<file path="src/rtl/irrigacao_multizona.sv">
// Multi-zone irrigation controller: tank fill supervision, round-robin zone watering,
// alarm outputs and a 4-digit multiplexed display. Optional rain input under RAIN_SENSOR_EN.
module irrigacao_multizona #(
  parameter int ZONES      = 4,
  parameter int TICK_DIV   = 50000,
  parameter int SCAN_DIV   = 1000,
  parameter int WATER_TIME = 9
) (
  input  logic             clk,
  input  logic             rst_n,
  input  logic             s_low,
  input  logic             s_mid,
  input  logic             s_high,
  input  logic [ZONES-1:0] zone_req,
`ifdef RAIN_SENSOR_EN
  input  logic             chuva,
`endif
  output logic [ZONES-1:0] zone_valve,
  output logic             pump,
  output logic             led_vermelho,
  output logic             led_verde,
  output logic             led_azul,
  output logic             buzzer,
  output logic [3:0]       dig,
  output logic [6:0]       seg,
  output logic             ponto
);

  localparam int ZW   = (ZONES > 1) ? $clog2(ZONES) : 1;
  localparam int SUMW = ZW + 1;
  localparam int TW   = $clog2(TICK_DIV);
  localparam int SW   = $clog2(SCAN_DIV);
  localparam logic [SUMW-1:0] ZONES_W   = SUMW'(ZONES);
  localparam logic [ZW-1:0]   ZONE_LAST = ZW'(ZONES - 1);
  localparam logic [3:0]      WT_TENS   = 4'(WATER_TIME / 10);
  localparam logic [3:0]      WT_UNITS  = 4'(WATER_TIME % 10);

  // Display symbol codes: 0-9 are digits, the rest are glyphs.
  localparam logic [3:0] SYM_F     = 4'hA;
  localparam logic [3:0] SYM_DASH  = 4'hB;
  localparam logic [3:0] SYM_BLANK = 4'hC;

  typedef enum logic [2:0] {IDLE, FILL, SELECT, WATER, FAULT} state_t;

  state_t          state, state_nx;
  logic            rain;
  logic [1:0]      level;
  logic            code_valid;
  logic [TW-1:0]   tick_cnt;
  logic            tick;
  logic [ZW-1:0]   rr, sel, pick, nxt_zone;
  logic            found;
  logic [3:0]      t_tens, t_units;
  logic            timer_zero;
  logic            fault_ok;
  logic            buzz_q;
  logic [SW-1:0]   scan_cnt;
  logic            scan_step;
  logic [1:0]      dig_idx, dig_idx_nx;
  logic [3:0]      sym;
  logic            dot_nx;

`ifdef RAIN_SENSOR_EN
  assign rain = chuva;
`else
  assign rain = 1'b0;
`endif

  always_comb begin
    code_valid = 1'b1;
    level      = 2'd0;
    case ({s_high, s_mid, s_low})
      3'b000:  level = 2'd0;
      3'b001:  level = 2'd1;
      3'b011:  level = 2'd2;
      3'b111:  level = 2'd3;
      default: code_valid = 1'b0;
    endcase
  end

  assign tick       = (tick_cnt == TW'(TICK_DIV - 1));
  assign scan_step  = (scan_cnt == SW'(SCAN_DIV - 1));
  assign timer_zero = (t_tens == 4'd0) && (t_units == 4'd0);
  assign nxt_zone   = (sel == ZONE_LAST) ? '0 : sel + ZW'(1);

  // First requesting zone at or after the round-robin pointer, wrapping.
  always_comb begin
    logic [SUMW-1:0] idx;
    pick  = '0;
    found = 1'b0;
    idx   = '0;
    for (int i = 0; i < ZONES; i++) begin
      idx = {1'b0, rr} + SUMW'(i);
      if (idx >= ZONES_W) idx = idx - ZONES_W;
      if (!found && zone_req[idx[ZW-1:0]]) begin
        found = 1'b1;
        pick  = idx[ZW-1:0];
      end
    end
  end

  always_comb begin
    state_nx = state;
    case (state)
      IDLE: begin
        if (level <= 2'd1)                 state_nx = FILL;
        else if (|zone_req && !rain)       state_nx = SELECT;
      end
      FILL:   if (level == 2'd3)           state_nx = IDLE;
      SELECT: state_nx = found ? WATER : IDLE;
      WATER: begin
        if (level == 2'd0 || timer_zero || !zone_req[sel] || rain) state_nx = IDLE;
      end
      FAULT:  if (tick && code_valid && fault_ok) state_nx = IDLE;
      default: state_nx = IDLE;
    endcase
    if (!code_valid) state_nx = FAULT;
  end

  always_ff @(posedge clk) begin
    if (!rst_n) begin
      state    <= IDLE;
      tick_cnt <= '0;
      rr       <= '0;
      sel      <= '0;
      t_tens   <= 4'd0;
      t_units  <= 4'd0;
      fault_ok <= 1'b0;
      buzz_q   <= 1'b0;
    end else begin
      state    <= state_nx;
      tick_cnt <= tick ? '0 : tick_cnt + TW'(1);
      if (state == SELECT && found) begin
        sel     <= pick;
        t_tens  <= WT_TENS;
        t_units <= WT_UNITS;
      end else if (state == WATER && tick && !timer_zero) begin
        if (t_units == 4'd0) begin
          t_units <= 4'd9;
          t_tens  <= t_tens - 4'd1;
        end else begin
          t_units <= t_units - 4'd1;
        end
      end
      if (state == WATER && state_nx != WATER) rr <= nxt_zone;
      // fault_ok remembers one valid-code tick; any invalid sample restarts the count.
      if (state == FAULT) begin
        if (!code_valid) fault_ok <= 1'b0;
        else if (tick)   fault_ok <= 1'b1;
        if (tick) buzz_q <= ~buzz_q;
      end else begin
        fault_ok <= 1'b0;
        buzz_q   <= 1'b0;
      end
    end
  end

  always_comb begin
    zone_valve = '0;
    if (state == WATER) zone_valve[sel] = 1'b1;
  end

  assign pump         = (state == FILL);
  assign led_azul     = (state == FILL);
  assign led_verde    = (state == WATER);
  assign led_vermelho = (state == FAULT);
  assign buzzer       = buzz_q && (state == FAULT);

  function automatic logic [6:0] seg_code(input logic [3:0] s);
    case (s)
      4'd0:    seg_code = 7'h01;
      4'd1:    seg_code = 7'h4F;
      4'd2:    seg_code = 7'h12;
      4'd3:    seg_code = 7'h06;
      4'd4:    seg_code = 7'h4C;
      4'd5:    seg_code = 7'h24;
      4'd6:    seg_code = 7'h20;
      4'd7:    seg_code = 7'h0F;
      4'd8:    seg_code = 7'h00;
      4'd9:    seg_code = 7'h04;
      SYM_F:   seg_code = 7'h38;
      SYM_DASH: seg_code = 7'h7E;
      default: seg_code = 7'h7F;
    endcase
  endfunction

  // Segments are registered for the digit that becomes active at the same edge.
  assign dig_idx_nx = scan_step ? dig_idx + 2'd1 : dig_idx;

  always_comb begin
    sym = SYM_BLANK;
    case (dig_idx_nx)
      2'd0: sym = t_units;
      2'd1: sym = t_tens;
      2'd2: sym = {2'b00, level};
      2'd3: sym = (state == WATER) ? 4'(sel) + 4'd1 : SYM_BLANK;
      default: sym = SYM_BLANK;
    endcase
    if (state == FAULT) sym = (dig_idx_nx == 2'd3) ? SYM_F : SYM_DASH;
    dot_nx = !((dig_idx_nx == 2'd2 && state == FILL) || (dig_idx_nx == 2'd3 && rain));
  end

  always_ff @(posedge clk) begin
    if (!rst_n) begin
      scan_cnt <= '0;
      dig_idx  <= 2'd0;
      seg      <= 7'h7F;
      ponto    <= 1'b1;
    end else begin
      scan_cnt <= scan_step ? '0 : scan_cnt + SW'(1);
      dig_idx  <= dig_idx_nx;
      seg      <= seg_code(sym);
      ponto    <= dot_nx;
    end
  end

  assign dig = ~(4'b0001 << dig_idx);

endmodule
</file>
<file path="config.mk">
export PLATFORM = sky130hd
export DESIGN_NAME = irrigacao_multizona
export DESIGN_NICKNAME = d
export VERILOG_FILES = /design/src/rtl/irrigacao_multizona.sv
export SDC_FILE = /design/constraint.sdc
export NUM_CORES = 1
export LEC_CHECK = 0
export ABC_AREA = 1
export BUFFER_PORTS_ARGS = -buffer_cell sky130_fd_sc_hd__buf_2
export CAP_MARGIN = 25
export CORE_MARGIN = 8
export CORE_UTILIZATION = 46
export DETAILED_ROUTE_END_ITERATION = 10
export MAX_ROUTING_LAYER = met4
export SKIP_CTS_REPAIR_TIMING = 1
export SLEW_MARGIN = 15
export SYNTH_ARGS = -nofsm -noshare
export SYNTH_HDL_FRONTEND = slang
export SYNTH_SLANG_ARGS = --single-unit
</file>
<file path="constraint.sdc">
create_clock -name clk -period 4.5 [get_ports clk]
set_input_delay 0.225 -clock clk [delete_from_list [all_inputs] [get_ports clk]]
set_output_delay 0.225 -clock clk [all_outputs]
set_load 0.01 [all_outputs]
</file>
; ---- Word-level counts from Yosys, hierarchy flattened
; Memory sizes are Yosys's and may differ from the RTL's. A register that Yosys moved wholly into a read port is not among the register bits.
; Index checks and enable logic that the tools add are counted.
[totals]
ff_bits = 46
mem_bits_ro = 112
input_bits = 9
output_inout_bits = 21
elab_cells = 138
memories = 1
[op_classes]
addsub = 14
magnitude_cmp = 11
n_eq_ne = 15
shift = 1
n_mux = 44
bitwise = 3
n_reduce_logical = 37
[mem_list]
columns = name, words, width, rd, rd_clocked_by_memory_dff, write_ports, line_no
row1 = (no name shown), 16, 7, 1, 1, 0, 170  ; case (s)
[ops]
columns = cell, n
row1 = two-way mux 4 bit, 6
row2 = two-way mux 2 bit, 11
row3 = two-way mux 3 bit, 6
row4 = "adder 16 x 1 -> 16 bit, second input constant", 1
row5 = "== test 16 bit, second input constant", 1
row6 = one-hot mux 4 bit (4 select lines), 1
row7 = "less-than comparator 2 x 3 -> 1 bit, second input constant", 5
row8 = one-hot mux 3 bit (5 select lines), 1
row9 = logical AND 1 bit, 13
row10 = two-way mux 1 bit, 12
row11 = "adder 10 x 1 -> 10 bit, second input constant", 1
row12 = binary-select mux 1 bit (select 2 bit), 5
row13 = "== test 10 bit, second input constant", 1
row14 = "== test 3 x 2 -> 1 bit, second input constant", 3
row15 = ">= comparator 3 bit, second input constant", 3
row16 = "== test 2 bit, second input constant", 4
row17 = zero test 4 bit, 2
row18 = OR reduction 4 bit, 2
row19 = "subtractor 2 x 1 -> 2 bit, second input constant", 4
row20 = "subtractor 4 x 1 -> 4 bit, second input constant", 2
row21 = zero test 1 bit, 7
row22 = "adder 2 x 1 -> 3 bit, second input constant", 2
row23 = "adder 2 x 2 -> 3 bit, second input constant", 2
row24 = "== test 3 x 1 -> 1 bit, second input constant", 2
row25 = other kinds (19), 28

; ---- Logic depth before layout (Yosys ltp)
[logic_depth]
depth_word = 19
ltp_mapped = 17
depth_no_buf = 17

; ---- Least setup slack after synthesis
; No wires, ideal clock.
[synth_path]
path_kind = reg2reg
startpoint = reg dig_idx[0]
endpoint = reg seg[3]
setup_time_ns = 0.122
arrival_time_ns = 2.056
required_ns = 4.378
setup_slack_ns = 2.322
stages_incl_launch_ff = 17
path_buffers = 0
period_less_slack_ns = 2.178
path_cell_list = dfxtp_1 inv_1 ha_1 inv_1 nand4_1 nand2_4 nand2_1 o21ai_0 inv_1 nand2_1 nand2_1 inv_1 ha_1 inv_1 nand2_1 nand3_1 nand3_1
[synth_between]
elab_chain_len = 5
word_cells_on_any_way = 9
classes_between = add/sub (1) / eq/ne (3) / mux (4) / reduce/logical (1)
[synth_rtl]
columns = element, line_no
row1 = from (decl), 59  ; logic [1:0] dig_idx, dig_idx_nx;
row2 = from (signal assigned), 211  ; dig_idx <= dig_idx_nx;
row3 = adder 2 x 1 -> 2 bit, 188  ; assign dig_idx_nx = scan_step ? dig_idx + 2'd1 : dig_idx;
row4 = two-way mux 2 bit *, 188
row5 = "== test 2 bit, or another cell as far along", "192, 199"
row6 = one-hot mux 4 bit (4 select lines) or two-way mux 1 bit (tied branches), "192, 199"
row7 = two-way mux 4 bit *, 199  ; if (state == FAULT) sym = (dig_idx_nx == 2'd3) ? SYM_F : SYM_DASH;
row8 = to (decl), 25  ; output logic [6:0] seg,
; Every way passes the cells marked *; elsewhere a longest branch is shown, timed or not.
; A chain may end at the register's enable or synchronous reset.

; ---- Worst setup path in the final report
; Ends and elaborated chain as after synthesis.

==> summary.txt <==
Global route
  • Gr busiest metal: met2
  • Total gr overflow: 0
  • Largest net degree at the start of global routing: 17
  • All-Layer GR Usage: 14.0%
  • Met1 usage: 16.3%
  • Met2 usage: 23.5%
  • Vias in the first global route: 2622
  • Wire length of the first global-routing pass: 11100 um
  • Grt met3 use: 3.20%
  • Initial antenna violation count: 0

Power and ir drop
  • Peak supply drop: 0.144 mV
  • Leak: 1.47 nW
  • Total power draw: 0.844 mW
  • Power Dens Cells: 246 nW/um2

Run status
  • Status: finished clean

Detailed routing
  • Routed WL: 6370 um
  • DRT Pass-1 Iters: 7
  • Wire per inst: 11.3 um
  • Routed via count: 2804
  • First-iteration detailed-routing DRC count: 162
  • Remaining antenna violation count after routing: 0
  • Average vias per placed instance: 4.98
  • DRC: 0

STA
  • Setup TNS: 0 ns
  • Final Hold Violating Endpoints: 0
  • Worst slew pin tran: 0.660 ns
  • Max Clock Freq: 415 MHz
  • Hold WS: 0.264 ns
  • Slew headroom: 55.5%
  • Setup Skew: 0.00795 ns
  • Unrepaired setup endpoints after global routing: false
  • Fin crit share: 53.6%
  • Setup-failing EPs final: 0
  • Crit path time final: 2.41 ns
  • Count of pins over their slew limit: 0

Cells and area
  • Register area: 1060 um2
  • Fill cells: 705
  • Area of the multi-input gates: 1750 um2
  • Final nets: 508
  • Fin area: 3430 um2
  • Share of cells above drive strength 1: 16.1%
  • Area Overhead vs Synth: 9.82%
  • Antenna diode count: 0
  • Non-Filler Instances: 563

Die
  • Core area: 6680 um2
  • Io pins: 30
  • Initial Util: 46.7%
  • Chip Height: 98.4 um
  • Row count: 30
  • Width of the die: 98.4 um
  • Die area: 9680 um2

Clock network
  • Total CTS buffers: 5
  • H-Tree Depth: 2
  • CTS Root Buffer Type: clkbuf_8
  • TritonCTS clock tree: built
  • Clock-pin slew on the worst setup and hold paths: 0.09 ns
  • Clock Latency Late Sink: 0.30 ns
  • Maximum clock path buffer count: 2
  • Clk sinks: 53

Setup path
  • CP Max Fanout: 9
  • Data required time of the critical path: 4.69 ns
  • Startpoint Class: flip-flop
  • Setup Crit Path Kind: reg -> reg
  • Endpoint type of the worst setup path: flip-flop
  • Reg2reg setup slack: 2.09 ns
  • Worst Path Arrival: 2.60 ns

Yosys
  • Mapped Nets: 476
  • Main flop type after synthesis: dfxtp_1
  • Register area share after synthesis: 34.0%
  • Ys async rst share: 0%
  • Synthesized instance count: 450
  • Post-Syn Area per Cell: 6.94 um2
  • Synth cell types: 36
  • Number of synthesized flops with an enable pin: 0
  • Register bit total from synthesis: 53
  • Synthesized area: 3120 um2
  • Ys Warns: 0

Place
  • Placer Congestion: 0.847
  • Dpl cells: 555
  • Final HPWL DP: 5080 um
  • # port buffers: 29
  • Placed cell areas: 3340 um2

Job
  • Max-cap violation count: 0

Worst hold path
  • Min-delay worst type: in -> reg
[synthesized netlist by cell type, types with 3 or more instances]
cell	number	area, um2
a21oi_1	26	130
buf_2	3	15.0
dfxtp_1	53	1060
ha_1	17	213
inv_1	70	263
inv_2	5	18.8
nand2_1	81	304
nand2_2	17	106
nand3_1	35	175
nand3_2	4	40.0
nand3b_1	3	22.5
nand4_1	14	87.6
nor2_1	48	180
nor2_2	7	43.8
nor2_4	5	56.3
nor3_1	5	25.0
nor3b_1	6	45.0
o21ai_0	22	110
xor2_1	5	43.8
[power breakdown]
group / switching, mW / internal (mW)
registers: 0.00642 / 0.482
logic: 0.0613 / 0.0332
clock network: 0.151 / 0.110
total: 0.219 / 0.626
[worst paths after layout]
path,startpoint,endpoint,cells past startpoint
worst max-delay path,dig_idx[0]$_SDFF_PN0_,seg[3]$_SDFF_PN1_,16
worst min-delay path,rst_n,seg[3]$_SDFF_PN1_,2
worst max register to register,dig_idx[0]$_SDFF_PN0_,seg[3]$_SDFF_PN1_,16
worst min register to register,scan_cnt[0]$_SDFF_PP0_,scan_cnt[0]$_SDFF_PP0_,1
[layout by cell type, fill, tap and decap left out, types with 3 or more instances in the layout]
cell type,synthesis,routed
nand2_1,81,81
nor2_4,5,5
nor3_1,5,5
clkbuf_8,0,5
dfxtp_1,53,53
a21oi_1,26,26
xor2_1,5,5
nand4_1,14,14
nor3b_1,6,6
nand3_1,35,35
o21ai_0,22,22
inv_1,70,70
nand2_2,17,17
ha_1,17,17
nor2_1,48,48
nand3b_1,3,3
nand3_2,4,4
nor2_2,7,7
inv_2,5,5
buf_2,3,29
[flip-flops by register name, summed over array words and instances, names as in the netlist, 3 cells and up]
register	flops
tick_cnt	16
t_tens	4
state	3
seg	7
scan_cnt	10
t_units	4
[final cells by class]
type                       count  share of cell area, %
multi-input combinational    316                   51.0
sequential                    53                   30.9
inverter                      77                   8.47
timing repair buffer          29                   4.23
tap                           80                   2.92
clock buffer                   7                   2.23
clock inverter                 1                  0.219
[per-stage QoR]
step | setup WS, ns | util [%]
3_3_place_gp | 2.18 | 50.1
4_1_cts | 2.08 | 51.3
6_report | 2.09 | 51.3
2_1_floorplan | 2.32 | -
3_5_place_dp | 2.09 | 50.1
5_1_grt | 1.85 | 51.3
[worst max-delay path: stages, from the launching register on]
cell     delay, ns
dfxtp_1       0.41
inv_1         0.12
ha_1          0.32
inv_1         0.06
nand4_1       0.14
nand2_4       0.16
nand2_1       0.08
o21ai_0       0.15
inv_1         0.05
nand2_1       0.06
nand2_1       0.11
inv_1         0.15
ha_1          0.24
inv_1         0.05
nand2_1       0.06
nand3_1       0.08
nand3_1       0.06
[layer usage]
metal  part of all wire [%]  vias to the layer above
met4                   0.99                        0
met3                    3.5                        5
li1                       -                     1504
met1                     48                     1251
met5                      0                        -
met2                     48                       44
[cell families (layout without fill, tap and decap cells)]
| group | after synthesis | after routing | share of synthesized area (%) |
|---|---|---|---|
| xor+xnor | 7 | 7 | 1.96 |
| compound gates | 58 | 58 | 9.94 |
| simple gates | 234 | 234 | 37.3 |
| buf+inv | 81 | 114 | 10.0 |
| flops | 53 | 53 | 34.0 |
| fa+ha+maj | 17 | 17 | 6.81 |
Note: power is estimated with default switching activity, not from simulation.
